**config.mk**
```make
export PLATFORM = sky130hd
export DESIGN_NAME = ddr3_mem_cmd_decoder
export DESIGN_NICKNAME = d
export VERILOG_FILES = /design/src/rtl/ddr3_mem_cmd_decoder.sv
export SDC_FILE = /design/constraint.sdc
export NUM_CORES = 1
export LEC_CHECK = 0
export BUFFER_PORTS_ARGS = -buffer_cell sky130_fd_sc_hd__buf_4
export CORE_ASPECT_RATIO = 1.2
export CORE_UTILIZATION = 35
export DETAILED_ROUTE_END_ITERATION = 8
export PLACE_DENSITY_LB_ADDON = 0.3
export SLEW_MARGIN = 20
export SYNTH_ARGS = -nofsm -noshare
export SYNTH_HDL_FRONTEND = slang
export SYNTH_SLANG_ARGS = --single-unit
export TNS_END_PERCENT = 10
```
**constraint.sdc**
```tcl
create_clock -name cpu_clk -period 12.81 [get_ports cpu_clk]
set_clock_uncertainty 0.2 [all_clocks]
set_input_delay 2.562 -clock cpu_clk [delete_from_list [all_inputs] [get_ports cpu_clk]]
set_output_delay 2.562 -clock cpu_clk [all_outputs]
set_load 0.02 [all_outputs]
```
**src/rtl/ddr3_mem_cmd_decoder.sv**
```systemverilog
// Memory-side DDR3 command decoder: tracks per-bank state and tRCD/tRP
// timing, flags illegal commands and emits CL/CWL-delayed column strobes.
module ddr3_mem_cmd_decoder #(
  parameter int NUM_BANKS = 8,
  parameter int ROW_W     = 15,
  parameter int COL_W     = 10,
  parameter int CL        = 5,
  parameter int CWL       = 5,
  parameter int TRCD      = 5,
  parameter int TRP       = 5
) (
  input  logic                         cpu_clk,
  input  logic                         reset,
  input  logic                         CS_N,
  input  logic                         RAS_N,
  input  logic                         CAS_N,
  input  logic                         WE_N,
  input  logic [$clog2(NUM_BANKS)-1:0] BA,
  input  logic [ROW_W-1:0]             A,
  output logic                         rd_stb,
  output logic                         wr_stb,
  output logic [$clog2(NUM_BANKS)-1:0] stb_bank,
  output logic [ROW_W-1:0]             stb_row,
  output logic [COL_W-1:0]             stb_col,
  output logic [NUM_BANKS-1:0]         bank_open,
  output logic                         viol,
  output logic [2:0]                   viol_code,
  output logic [15:0]                  ref_cnt
);

  localparam int BW   = $clog2(NUM_BANKS);
  localparam int EW   = BW + ROW_W + COL_W;
  localparam int TMAX = (TRCD > TRP) ? TRCD : TRP;
  localparam int TW   = (TMAX > 1) ? $clog2(TMAX) : 1;

  typedef enum logic [1:0] {
    ST_IDLE, ST_ACTIVATING, ST_ACTIVE, ST_PRECHARGING
  } bank_state_t;

  typedef enum logic [2:0] {
    CMD_MRS, CMD_REF, CMD_PRE, CMD_ACT, CMD_WR, CMD_RD, CMD_ZQ, CMD_NOP
  } cmd_t;

  typedef enum logic [2:0] {
    V_NONE = 3'd0, V_ACT = 3'd1, V_ACCESS = 3'd2, V_PRE = 3'd3,
    V_REF = 3'd4, V_COLLIDE = 3'd5
  } viol_t;

  bank_state_t      state_q [NUM_BANKS];
  bank_state_t      state_nx[NUM_BANKS];
  logic [TW-1:0]    tmr_q   [NUM_BANKS];
  logic [TW-1:0]    tmr_nx  [NUM_BANKS];
  logic [ROW_W-1:0] row_q   [NUM_BANKS];
  logic [ROW_W-1:0] row_nx  [NUM_BANKS];

  cmd_t          cmd;
  logic          cmd_viol;
  viol_t         cmd_code;
  logic          rd_push;
  logic          wr_push;
  logic          ref_ok;
  logic          any_activating;
  logic          all_idle;
  logic [EW-1:0] push_entry;

  logic [CL-1:0]  rd_v;
  logic [EW-1:0]  rd_d [CL];
  logic [CWL-1:0] wr_v;
  logic [EW-1:0]  wr_d [CWL];

  // Command decode; a deselected device behaves like NOP.
  always_comb begin
    cmd = CS_N ? CMD_NOP : cmd_t'({RAS_N, CAS_N, WE_N});
  end

  // Legality check of the sampled command against current bank state.
  always_comb begin
    cmd_viol       = 1'b0;
    cmd_code       = V_NONE;
    rd_push        = 1'b0;
    wr_push        = 1'b0;
    ref_ok         = 1'b0;
    any_activating = 1'b0;
    all_idle       = 1'b1;
    for (int unsigned b = 0; b < NUM_BANKS; b++) begin
      if (state_q[b] == ST_ACTIVATING) any_activating = 1'b1;
      if (state_q[b] != ST_IDLE)       all_idle       = 1'b0;
    end
    push_entry = {BA, row_q[BA], A[COL_W-1:0]};
    case (cmd)
      CMD_ACT: begin
        if (state_q[BA] != ST_IDLE) begin
          cmd_viol = 1'b1;
          cmd_code = V_ACT;
        end
      end
      CMD_RD, CMD_WR: begin
        if (state_q[BA] != ST_ACTIVE) begin
          cmd_viol = 1'b1;
          cmd_code = V_ACCESS;
        end else if (cmd == CMD_RD) begin
          rd_push = 1'b1;
        end else begin
          wr_push = 1'b1;
        end
      end
      CMD_PRE: begin
        if (A[10] ? any_activating : (state_q[BA] == ST_ACTIVATING)) begin
          cmd_viol = 1'b1;
          cmd_code = V_PRE;
        end
      end
      CMD_REF: begin
        if (!all_idle) begin
          cmd_viol = 1'b1;
          cmd_code = V_REF;
        end else begin
          ref_ok = 1'b1;
        end
      end
      default: ;
    endcase
  end

  // Per-bank next state: timers advance, then a legal command applies.
  // The state flips when the timer would reach 0, so the access at
  // exactly ACT+TRCD (or PRE+TRP) already sees the new state.
  always_comb begin
    for (int unsigned b = 0; b < NUM_BANKS; b++) begin
      state_nx[b] = state_q[b];
      tmr_nx[b]   = tmr_q[b];
      row_nx[b]   = row_q[b];
      case (state_q[b])
        ST_ACTIVATING: begin
          if (tmr_q[b] <= TW'(1)) begin
            state_nx[b] = ST_ACTIVE;
            tmr_nx[b]   = '0;
          end else begin
            tmr_nx[b] = tmr_q[b] - TW'(1);
          end
        end
        ST_PRECHARGING: begin
          if (tmr_q[b] <= TW'(1)) begin
            state_nx[b] = ST_IDLE;
            tmr_nx[b]   = '0;
          end else begin
            tmr_nx[b] = tmr_q[b] - TW'(1);
          end
        end
        default: ;
      endcase
      if (!cmd_viol) begin
        if (cmd == CMD_ACT && BA == BW'(b)) begin
          row_nx[b]   = A;
          state_nx[b] = (TRCD == 1) ? ST_ACTIVE : ST_ACTIVATING;
          tmr_nx[b]   = TW'(TRCD - 1);
        end else if (state_q[b] == ST_ACTIVE &&
                     ((cmd == CMD_PRE && (A[10] || BA == BW'(b))) ||
                      ((cmd == CMD_RD || cmd == CMD_WR) && A[10] && BA == BW'(b)))) begin
          state_nx[b] = (TRP == 1) ? ST_IDLE : ST_PRECHARGING;
          tmr_nx[b]   = TW'(TRP - 1);
        end
      end
    end
  end

  // Bank state, timer and open-row registers.
  always_ff @(posedge cpu_clk or posedge reset) begin
    if (reset) begin
      for (int unsigned b = 0; b < NUM_BANKS; b++) begin
        state_q[b] <= ST_IDLE;
        tmr_q[b]   <= '0;
        row_q[b]   <= '0;
      end
    end else begin
      for (int unsigned b = 0; b < NUM_BANKS; b++) begin
        state_q[b] <= state_nx[b];
        tmr_q[b]   <= tmr_nx[b];
        row_q[b]   <= row_nx[b];
      end
    end
  end

  // Open-bank map decoded straight from the bank state flops.
  always_comb begin
    for (int unsigned b = 0; b < NUM_BANKS; b++) begin
      bank_open[b] = (state_q[b] == ST_ACTIVE);
    end
  end

  // Read and write latency shift pipelines.
  always_ff @(posedge cpu_clk or posedge reset) begin
    if (reset) begin
      rd_v <= '0;
      wr_v <= '0;
      for (int unsigned i = 0; i < CL; i++)  rd_d[i] <= '0;
      for (int unsigned i = 0; i < CWL; i++) wr_d[i] <= '0;
    end else begin
      rd_v[0] <= rd_push;
      rd_d[0] <= push_entry;
      for (int unsigned i = 1; i < CL; i++) begin
        rd_v[i] <= rd_v[i-1];
        rd_d[i] <= rd_d[i-1];
      end
      wr_v[0] <= wr_push;
      wr_d[0] <= push_entry;
      for (int unsigned i = 1; i < CWL; i++) begin
        wr_v[i] <= wr_v[i-1];
        wr_d[i] <= wr_d[i-1];
      end
    end
  end

  // Registered strobes, violation report and refresh counter.
  always_ff @(posedge cpu_clk or posedge reset) begin
    if (reset) begin
      rd_stb    <= 1'b0;
      wr_stb    <= 1'b0;
      stb_bank  <= '0;
      stb_row   <= '0;
      stb_col   <= '0;
      viol      <= 1'b0;
      viol_code <= '0;
      ref_cnt   <= '0;
    end else begin
      rd_stb <= rd_v[CL-1];
      wr_stb <= wr_v[CWL-1];
      if (rd_v[CL-1]) begin
        {stb_bank, stb_row, stb_col} <= rd_d[CL-1];
      end else if (wr_v[CWL-1]) begin
        {stb_bank, stb_row, stb_col} <= wr_d[CWL-1];
      end else begin
        {stb_bank, stb_row, stb_col} <= '0;
      end
      viol <= cmd_viol || (rd_v[CL-1] && wr_v[CWL-1]);
      if (cmd_viol) begin
        viol_code <= cmd_code;
      end else if (rd_v[CL-1] && wr_v[CWL-1]) begin
        viol_code <= V_COLLIDE;
      end else begin
        viol_code <= V_NONE;
      end
      if (ref_ok && ref_cnt != '1) ref_cnt <= ref_cnt + 16'd1;
    end
  end

endmodule

```
[Word level (Yosys, flattened, before mapping)]
Cells that the tools add are included.
Storage, ports and cells
  register bits after elaboration: 360
  input bits: 24
  output and inout port bits: 58
  word-level logic and storage cells: 316
Operators by class
  add/subtract/negate cells: 9
  order comparisons: 9
  equality and inequality tests: 39
  muxes and demuxes: 138
  bitwise logic cells: 2
  reduce and logical (&&, ||, !) cells: 80
Operators by type and width (number)
  $mux 3: 46
  $mux 2: 44
  $mux 15: 4
  $bmux 15 s3: 1
  $logic_and 1x1->1: 35
  $eq 2x2->1 const B: 16
  $pmux 2 s2: 8
  $mux 1: 30
  $le 3x1->1 const B: 8
  $sub 3x1->3 const B: 8
  $mux 10: 2
  $eq 2x1->1 const B: 9
  $eq 3x3->1 const B: 6
  $logic_or 1x1->1: 18
  $reduce_bool 2->1: 9
  $reduce_or 2->1: 9
  $add 16x1->16 const B: 1
  $ne 16x16->1 const B: 1
  $reduce_and 2->1: 8
  $eq 3x2->1 const B: 4
  $pmux 3 s4: 1
  $bmux 2 s3: 1
  $eq 3x1->1 const B: 2
  $ge 4x4->1 const B: 1
  5 further kinds: 5

[Logic depth before layout (Yosys ltp)]
Gate-level depths: netlist (run 1).
  depth in word-level cells: 14
  depth in mapped cells: 8
  depth with buffers taken out: 7

[Worst setup path before layout (run 1)]
No wires, ideal clock.
  kind: input-to-reg
  start: input BA[0]
  end: register row_q[0] in the netlist's numbering
  setup time: 125 ps
  data arrival time: 4569 ps
  required time: 12485 ps
  path slack: 7916 ps
  stages: 7
  buffers on the path: 3
  path through: buf_6 > mux4_2 > mux2_4 > or4b_1 > buf_2 > buf_6 > mux2_4
On the way
  cells in the longest elaborated chain, start to end: 10
  elaborated cells on any way between the ends: 16
  classes of those cells: eq/ne: 3; mux: 8; bitwise: 2; reduce/logical: 3
RTL lines
  start: declaration: line 18  | input logic [$clog2(NUM_BANKS)-1:0] BA,
  $not 3->4 (implied by the code): line 92, 98, 108
  $bmux 2 s3: line 92, 98, 108
  $mux 2 (implied by the code) (2 in series): line 92, 98, 108
  $eq 2x1->1: line 108  | if (A[10] ? any_activating : (state_q[BA] == ST_ACTIVATING)) begin
  $mux 1 (2 in series): line 108
  $pmux 1 s4: line 90  | case (cmd)
  $not 1->1 (no line)
  $reduce_and 2->1 (no line) (*)
  end signal: indexed assignment: line 179  | row_q[b] <= row_nx[b];
  end: declaration: line 53  | logic [ROW_W-1:0] row_q [NUM_BANKS];
Every way passes the cells marked *; elsewhere a longest branch is shown, timed or not. The select of a mux whose other input is x is not followed.
A chain may end at the register's enable or synchronous reset.

[Worst setup path after layout (run 1)]
  start: input BA[0]
  end: register row_q[67] in the netlist's numbering
Same word-level chain as after synthesis.

==> metrics.md, run 1 <==
| Metric | Value |
|---|---|
| Max-slew violations | 0 |
| Starting density of the core | 0.3575 |
| DR iter-0 viols | 417 |
| Fillers | 3482 |
| CTS-repair resized insts | 0 |
| Final min period | 5.636 ns |
| Post-synth net total | 927 |
| Max Cap Viol | 0 |
| Rows | just under 80 |
| TritonRoute pass-1 iters | 4 |
| Core area | 38060 sq um |
| R2r startpoint | state_q[0] |
| CP Capture Type | flop |
| DPL Wire Length | 14.58 mm |
| Hold buffer count at cts | 0 |
| Pin count of the biggest net entering global routing | 122 |
| N_diodes | 0 |
| DR vias | 7172 |
| Initial antenna violation count | 0 |
| Final Non-Filler Cells | 1478 |
| Post-CTS Setup Inserts | 0 |
| Worst IR drop on VDD | approximately 0.067 mV |
| Final nets | 1014 |
| Leading area contributor after synthesis | dfrtp_1 |
| Post-route antenna net violation count | 0 |
| Boundary pin count | 82 |
| # setup viols final | 0 |
| Top cells by area, synth | dfrtp_1 66%, mux2_2 9.4%, mux4_2 5.6% |
| Ys Warns | 0 |
| Hold WC Path Type | reg -> reg |
| Max clock buf depth | 3 |
| Final hold violations | 0 |
| R2R cell count | 5 |
| Wirelength per Cell | 16.25 um |
| Mapped cell area | 13610 sq um |
| Top-area cell type share of the netlist area | 0.6621 |
| Critical path fanouts, max | 43 |
| Crit Path Category | in -> reg |
| Total wire length | 24.02 mm |
| Crit path DAT | 5.82 ns |
| Area growth from synthesis to layout | 16.62% |
| Cells after Synth | between 800 and 900 |
| RSZ-0062 raised after global routing | false |
| DIE WIDTH | 182.0 um |
| Clk Latency, worst-skew pair | 0.51 ns |
| DRC Markers | 0 |
| CTS HTree Levels | 2 |
| GRT Util Overall | 0.1276 |
| Worst slew pin tran | 1.076 ns |
| LEAKAGE | about 7.6 nW |
| Syn avg cell area | around 15 sq um |
| Synth cell types | 56 |
| CP endpoint | row_q[67] |
| Die height | between 200 and 250 um |
| Type of origin of the critical path | input port |
| CP Data Required Time | between 10 and 15 ns |
| Worst Setup SP | BA[0] |
| Vias per inst | 4.853 |
| CTS tree | built |
| CTS Sinks | 360 |
| Clock-pin slew on the worst setup and hold paths | 0.06 ns |
| Routability congestion estimate | approximately 0.78 |
| IO buf count | 81 |
| Number of global-route vias before repair | between 7000 and 8000 |
| Clock buffer count from CTS | 35 |
| Top FF cell, synth | dfrtp_1 |
| First-pass GRT wire length | approximately 40 mm |
| R2r setup slk | 9.47 ns |
| Root buffer cell | clkbuf_16 |
| EDFF count, synth | 0 |
| Cell Count Post-Placement | between 1000 and 1500 |
| Total grt overflow | 0 |
| Flops & latches, synth | 360 |
| Sequential-to-total area share from yosys stat | 0.6621 |
| Layout cell share with drive strength beyond 1 | 0.3076 |
| Pwr/cell area | 176.9 nW/um^2 |
| FF-to-FF End | row_q[67] |
| Die area | 39670 sq um |
| Fmax | 177.4 MHz |
| Asr flop ratio synth | 1.000 |
| Status | finished clean |
| Setup TNS | 0 ns |
| Max_slew headroom | 0.2808 |
| Final Cycle Share | 0.4400 |
[cell usage after synthesis, types with 11 or more instances]
master and instances:
a21oi_1 20, clkbuf_1 23, dfrtp_1 360, ha_1 16, inv_1 28, mux2_1 19
mux2_2 114, mux2_4 11, mux4_2 34, nand2_1 28, nand3_1 13, nor2_1 22
nor2b_1 41, xnor2_1 18
[metrics by stage]
stage	util	power [mW]	instance area, sq um	hold slack [ns]	setup slack, ns
global route	0.4169	2.958	15870	0.1478	6.885
CTS	0.4158	2.846	15830	0.1439	7.108
floorplan	-	1.693	13610	0.1312	0.05766
global placement	0.3862	1.800	14700	0.1311	6.601
detailed placement	0.3862	1.817	14700	0.1347	6.558
finish	0.4169	2.807	15870	0.1403	7.174
[metal layers]
metal | global-route usage | wire [um] | vias to the layer above
li1 | - | - | 3305
met1 | 0.1664 | 10570 | 3708
met2 | 0.2122 | 11890 | 115
met3 | 0.02355 | 944 | 44
met4 | 0.04762 | 611 | 0
met5 | 0 | 0 | -
[cell families (layout without fill, tap and decap cells)]
group           after synthesis  count (layout)  synth area share
buf+inv                      65             176           0.01977
simple gates                170             170           0.07016
compound gates               74              74           0.03927
mux                         179             179            0.1792
fa+ha+maj                    16              16           0.01471
xor+xnor                     23              23           0.01480
flops                       360             360            0.6621
[worst max-delay path, cell delays in order]
cell and delay [ns]:
buf_4 0.60, mux4_2 0.60, mux2_4 0.31, nor2_2 0.21, nand4_1 0.86, mux2_1 0.64
[worst min-delay path by stage]
stage	start	endpoint	slack, ns	cells past startpoint
2_1_floorplan	rd_v[0]	rd_v[1]	0.13	0
3_3_place_gp	wr_d[86]	wr_d[58]	0.13	0
3_5_place_dp	rd_v[1]	rd_v[2]	0.13	0
4_1_cts	wr_d[49]	wr_d[21]	0.14	0
5_1_grt	wr_d[43]	wr_d[15]	0.15	0
6_report	wr_d[49]	wr_d[21]	0.14	0
[layout make-up]
type / instances / area (sq um) / area share
Inverter: 28 / 112.6 / 0.007097
Multi-Input combinational cell: 462 / 4337 / 0.2733
Tap cell: 480 / 600.6 / 0.03785
Clock buffer: 50 / 992.2 / 0.06253
Timing Repair Buffer: 87 / 680.7 / 0.04290
Clock inverter: 11 / 136.4 / 0.008595
Sequential cell: 360 / 9009 / 0.5677
[cells in the final DEF, fill, tap and decap left out, drive strengths merged, types with 4 or more instances in the layout]
master,netlist,routed
mux4,34,34
a211oi,6,6
a21oi,20,20
a21bo,4,4
a211o,5,5
ha,16,16
buf,14,87
nand3,13,13
nand4,8,8
or3,4,4
xor2,5,5
inv,28,29
nor3,7,7
and3,6,6
dfrtp,360,360
o22ai,5,5
and4,4,4
or2,4,4
o21ai,8,8
nor2,23,23
nand2,28,28
nor4,7,7
nand2b,8,8
clkinv,0,6
nand3b,7,7
o21bai,5,5
clkbuf,23,50
nor2b,41,41
mux2,144,144
xnor2,18,18
[sequential cells by signal (all words and copies together) (netlist names), 5 cells and up]
register,count
wr_d,140
row_q,120
tmr_q,24
ref_cnt,16
state_q,16
stb_row,15
stb_col,10
rd_v,5
wr_v,5
[report_power, final]
| part | leakage [nW] | internal (mW) | total (mW) | switching (mW) |
|---|---|---|---|---|
| combinational | 2.32 | 0.205 | 0.400 | 0.195 |
| clock | 0.556 | 0.600 | 1.01 | 0.414 |
| sequential | 4.77 | 1.30 | 1.39 | 0.0974 |
| total | 7.64 | 2.10 | 2.81 | 0.707 |
Power figures use the tool's default switching activity.
==> run 2: changes to the inputs <==
==> constraint.sdc (replaced) <==
create_clock -name cpu_clk -period 5.45 [get_ports cpu_clk]
set_clock_uncertainty 0.2 [all_clocks]
set_input_delay 1.09 -clock cpu_clk [delete_from_list [all_inputs] [get_ports cpu_clk]]
set_output_delay 1.09 -clock cpu_clk [all_outputs]
set_load 0.02 [all_outputs]
==> run 2 against run 1 <==
- cell count up 0.61%
- critical endpoint is now row_q[11]
- non-clock buffer count up 6
- final area up 1.2%
- largest cell class unchanged
==> metrics.md, run 2 (same netlist as run 1, synthesis figures left out) <==
| Metric | Value |
|---|---|
| Clock buffer count from CTS | 36 |
| Clock-pin slew on the worst setup and hold paths | 0.06 ns |
| Routability congestion estimate | 0.8151 |
| Fmax | 274.9 MHz |
| Hold WC Path Type | reg -> reg |
| Post-Place Setup Slack | 1.233 ns |
| Die height | 218.0 um |
| Power Total | about 6.8 mW |
| Commonest cells after routing, fill and taps aside | 360 x dfrtp_1, 114 x mux2_2, 90 x buf_4 |
| GRT Util Overall | 0.1279 |
| CP Data Required Time | roughly 5.7 ns |
| Number of global-route vias before repair | 7429 |
| Total grt overflow | 0 |
| Hold depth | 0 |
| Layout cell share with drive strength beyond 1 | 0.3188 |
| LEAKAGE | 7.730 nW |
| Hold Path End | wr_d[26] |
| CTS tree | built |
| Seq pwr share | 0.481 |
| Pwr/cell area | 424.1 nW/um^2 |
| Boundary pin count | a little over 80 |
| Clk Latency, worst-skew pair | approximately 0.53 ns |
| Rows | 78 |
| Top Registers | wr_d x140, row_q x120, tmr_q x24 |
| Final nets | 1021 |
| Starting density of the core | 0.3575 |
| N_diodes | 0 |
| Final instance area | 16050 sq um |
| RSZ-0062 raised after global routing | false |
| Total wire length | 24.12 mm |
| Final hold violations | 0 |
| Power share of the clock group | 0.381 |
| Switching power total | 1.699 mW |
| CTS HTree Levels | 2 |
| Post-route antenna net violation count | 0 |
| Cell Count Post-Placement | 1423 |
| FF-to-FF End | tmr_q[14] |
| WHS | 0.1429 ns |
| Type of origin of the critical path | input port |
| CTS Sinks | 360 |
| Final WS setup | 1.812 ns |
| Hold buffer count at cts | 0 |
| DPL Wire Length | 14.62 mm |
| Sw frac | 0.2496 |
| Final min period | 3.638 ns |
| R2r setup slk | 2.28 ns |
| R2R cell count | 5 |
| CP Capture Type | flop |
| DR vias | 7141 |
| Most common cell after layout, fill and taps aside | dfrtp_1 |
| Vias per inst | ~4.8 |
| Max clock buf depth | 3 |
| Hold Startpoint | wr_d[54] |
| Initial antenna violation count | 0 |
| Status | finished clean |
| DIE WIDTH | 182.0 um |
| Max reg flops | 140 |
| Crit path DAT | roughly 3.8 ns |
| Root buffer cell | clkbuf_16 |
| R2r startpoint | state_q[14] |
| Area growth from synthesis to layout | 17.98% |
| Max-slew violations | 0 |
| Critical path fanouts, max | 43 |
| Gate power share | 0.138 |
| Worst slew pin tran | 1.070 ns |
| Post-CTS Setup Inserts | 0 |
| Setup TNS | 0 ns |
| Worst IR drop on VDD | between 0.15 and 0.2 mV |
| Wirelength per Cell | 16.22 um |
| DRC Markers | 0 |
| Pin count of the biggest net entering global routing | 116 |
| Int Power | 5.108 mW |
| Biggest register | wr_d |
| IO buf count | slightly above 80 |
| Placed cell area | between 10000 and 15000 sq um |
| CTS-repair resized insts | 0 |
| TritonRoute pass-1 iters | 4 |
| First-pass GRT wire length | between 40 and 50 mm |
| Crit Path Category | in -> reg |
| Final Cycle Share | 0.6675 |
| Final core occ | 0.4218 |
| Core area | 38060 sq um |
| Die area | 39670 sq um |
| Final Non-Filler Cells | approximately 1500 |
| DR iter-0 viols | about 360 |
| # setup viols final | 0 |
| Max Cap Viol | 0 |
| Max_slew headroom | 0.2864 |
[run 2: cell count changes in the layout (fill, tap and decap cells not counted), sizes merged]
cell      delta
clkinv       +1
buf          +6
clkinvlp     +2
clkbuf       -2
bufinv       +2
[run 2: layout make-up]
cell class | instances | area (sq um)
Sequential cell | 360 | 9009
Inverter | 28 | 108.9
Timing Repair Buffer | 93 | 735.7
Clock inverter | 16 | 225.2
Tap cell | 480 | 600.6
Fill cell | 3461 | 22010
Clock buffer | 48 | 1037
Multi-Input combinational cell | 462 | 4337
[run 2: power by group through the flow]
stage / Combinational, mW / Clock [mW] / Sequential (mW)
3_3_place_gp: 0.925 / 0 / 3.30
2_1_floorplan: 0.723 / 0 / 3.26
6_report: 0.939 / 2.59 / 3.27
5_1_grt: 1.05 / 2.79 / 3.32
3_5_place_dp: 0.951 / 0 / 3.32
4_1_cts: 0.955 / 2.68 / 3.27
[run 2: layer usage]
metal,global-route usage,share of wire,wire (um)
met5,0,0,0
met1,0.1700,0.45,10950
met4,0.05322,0.027,658
met2,0.2049,0.48,11490
met3,0.02555,0.042,1019
[run 2: how the worst max path moves through the flow]
stage	slack, ns	start	end	cells after the start
finish	1.81	BA[1]	row_q[11]	5
global route	1.66	BA[1]	tmr_q[17]	6
CTS	1.79	BA[1]	row_q[11]	5
detailed placement	1.23	BA[1]	row_q[11]	5
global placement	1.26	BA[1]	row_q[13]	5
floorplan	-0.67	reset	rd_stb	1
[run 2: worst max-delay path: stages]
cell    delay, ns
buf_4        0.48
mux4_2       0.43
mux2_4       0.31
or4b_1       1.02
mux2_1       0.50
==> run 3: changes to the inputs <==
==> constraint.sdc (replaced) <==
create_clock -name cpu_clk -period 3.8 [get_ports cpu_clk]
set_clock_uncertainty 0.2 [all_clocks]
set_input_delay 0.76 -clock cpu_clk [delete_from_list [all_inputs] [get_ports cpu_clk]]
set_output_delay 0.76 -clock cpu_clk [all_outputs]
set_load 0.02 [all_outputs]
==> run 3 against run 2 <==
- critical path type is now reg -> reg
- total power is 39% higher
- routed wire length is 0.19% lower
- via count grew 0.64%
==> metrics.md, run 3 (same netlist as run 1, synthesis figures left out) <==
| Metric | Value |
|---|---|
| Vias per inst | 4.807 |
| Commonest cells after routing, fill and taps aside | 360 x dfrtp_1, 114 x mux2_2, 98 x buf_4 |
| Most common cell after layout, fill and taps aside | dfrtp_1 |
| Type of origin of the critical path | flop |
| Biggest register | wr_d |
| Switching power total | about 2.4 mW |
| Power share of the clock group | 0.361 |
| Starting density of the core | 0.3575 |
| LEAKAGE | 7.706 nW |
| DR vias | 7187 |
| Met3 Use GR | 0.02605 |
| Slowest-stage cell, CP | a221oi_1 |
| Gate power share | 0.144 |
| GRT met1 Usage | 0.1675 |
| Final min period | 2.755 ns |
| Fmax | roughly 360 MHz |
| Crit Path Category | reg -> reg |
| Max Cap Viol | 0 |
| Int Power | between 7 and 8 mW |
| Die height | about 220 um |
| Initial antenna violation count | 1 |
| Fillers | 3452 |
| CTS HTree Levels | 2 |
| Area growth from synthesis to layout | 17.52% |
| M2 GR Usage | 0.2082 |
| IO buf count | 81 |
| CP Capture Type | flop |
| Top Registers | wr_d x140, row_q x120, tmr_q x24 |
| Clock buffer count from CTS | 35 |
| Crit path DAT | between 2 and 3 ns |
| Die area | 39670 sq um |
| Max clock buf depth | 3 |
| Core area | between 30000 and 40000 sq um |
| DPL Wire Length | 15.01 mm |
| DRC Markers | 0 |
| DIE WIDTH | 182.0 um |
| Status | finished clean |
| Routability congestion estimate | 0.8138 |
| # setup viols final | 0 |
| Critical path fanouts, max | 9 |
| Max reg flops | 140 |
| Wirelength per Cell | 16.10 um |
| Worst slew pin tran | approximately 0.84 ns |
| GRT Util Overall | 0.1276 |
| Final Cycle Share | 0.7250 |
| CTS tree | built |
| GR peak layer | met2 |
| Final hold violations | 0 |
| Total wire length | 24.07 mm |
| Worst-path cell chain | mux4_2, mux2_2, or2_0, a221oi_1, nor2_1 |
| First-pass GRT wire length | 40.36 mm |
| TritonRoute pass-1 iters | 5 |
| Clock-pin slew on the worst setup and hold paths | 0.06 ns |
| Clk Latency, worst-skew pair | around 0.53 ns |
| Setup TNS | 0 ns |
| Largest stage delay, worst path | 0.59 ns |
| RSZ-0062 raised after global routing | false |
| Post-CTS Setup Inserts | 0 |
| CTS-repair resized insts | 0 |
| Pin count of the biggest net entering global routing | 135 |
| Layout cell share with drive strength beyond 1 | 0.3195 |
| CP Data Required Time | 3.98 ns |
| Pwr/cell area | 592.7 nW/um^2 |
| Seq pwr share | 0.495 |
| Hold buffer count at cts | 1 |
| Sw frac | 0.2543 |
| Final core occ | 0.4201 |
| Post-route antenna net violation count | 0 |
| Root buffer cell | clkbuf_16 |
| Max-slew violations | 0 |
| Rows | 78 |
| CTS Sinks | between 300 and 400 |
| Boundary pin count | 82 |
| Worst IR drop on VDD | 0.2581 mV |
| DR iter-0 viols | 333 |
| Total grt overflow | 0 |
| Final nets | 1028 |
| Max_slew headroom | 0.4295 |
| Number of global-route vias before repair | 7446 |
| Hold WC Path Type | reg -> reg |
[run 3: final cells by class]
| type | instances | area, sq um | share of cell area |
|---|---|---|---|
| inverter | 28 | 108.9 | 0.006808 |
| tap | 480 | 600.6 | 0.03756 |
| clock buffer | 50 | 1012 | 0.06330 |
| antenna | 1 | 2.502 | 0.0001565 |
| sequential | 360 | 9009 | 0.5634 |
| multi-input combinational | 462 | 4337 | 0.2712 |
| timing repair buffer | 101 | 785.8 | 0.04914 |
| clock inverter | 13 | 135.1 | 0.008451 |
[run 3: final timing paths]
path	start	to	slack [ns]	cells past startpoint
max reg2reg	state_q[6]	tmr_q[0]	1.05	5
max in group asynchronous	reset	tmr_q[13]	1.90	4
min	wr_d[38]	wr_d[10]	0.13	0
min in group asynchronous	reset	stb_col[3]	0.52	3
max	state_q[6]	tmr_q[0]	1.05	5
min reg2reg	wr_d[38]	wr_d[10]	0.13	0
[run 3: power by group through the flow]
stage | sequential, mW | clock (mW) | combinational [mW]
6_report | 4.69 | 3.42 | 1.36
5_1_grt | 4.76 | 3.72 | 1.53
4_1_cts | 4.69 | 3.55 | 1.39
3_5_place_dp | 4.75 | 0 | 1.38
3_3_place_gp | 4.74 | 0 | 1.34
2_1_floorplan | 4.67 | 0 | 1.04
[run 3: worst max-delay path, delay by kind of cell (launching register included)]
| kind | cells | cell delay [ns] |
|---|---|---|
| mux | 2 | 0.83 |
| compound gates | 1 | 0.59 |
| simple gates | 2 | 0.50 |
| flops | 1 | 0.49 |
[run 3: per-stage QoR]
| stage | cell area [sq um] | worst slack (ns) | power [mW] | hold slack [ns] | std cells |
|---|---|---|---|---|---|
| floorplan | 13610 | -1.986 | 5.709 | 0.1312 | 887 |
| global placement | 14830 | 0.6130 | 6.081 | 0.1312 | 1430 |
| detailed placement | 14830 | 0.5813 | 6.134 | 0.1347 | 1430 |
| CTS | 15980 | 1.071 | 9.625 | 0.1346 | 1494 |
| global route | 15990 | 0.9320 | 10.01 | 0.1294 | 1494 |
| finish | 15990 | 1.045 | 9.478 | 0.1299 | 1495 |
[run 3: metal layers]
layer / vias to the layer above / share of wire
li1: 3338 / -
met1: 3696 / 0.45
met2: 113 / 0.49
met3: 40 / 0.042
met4: 0 / 0.024
met5: - / 0
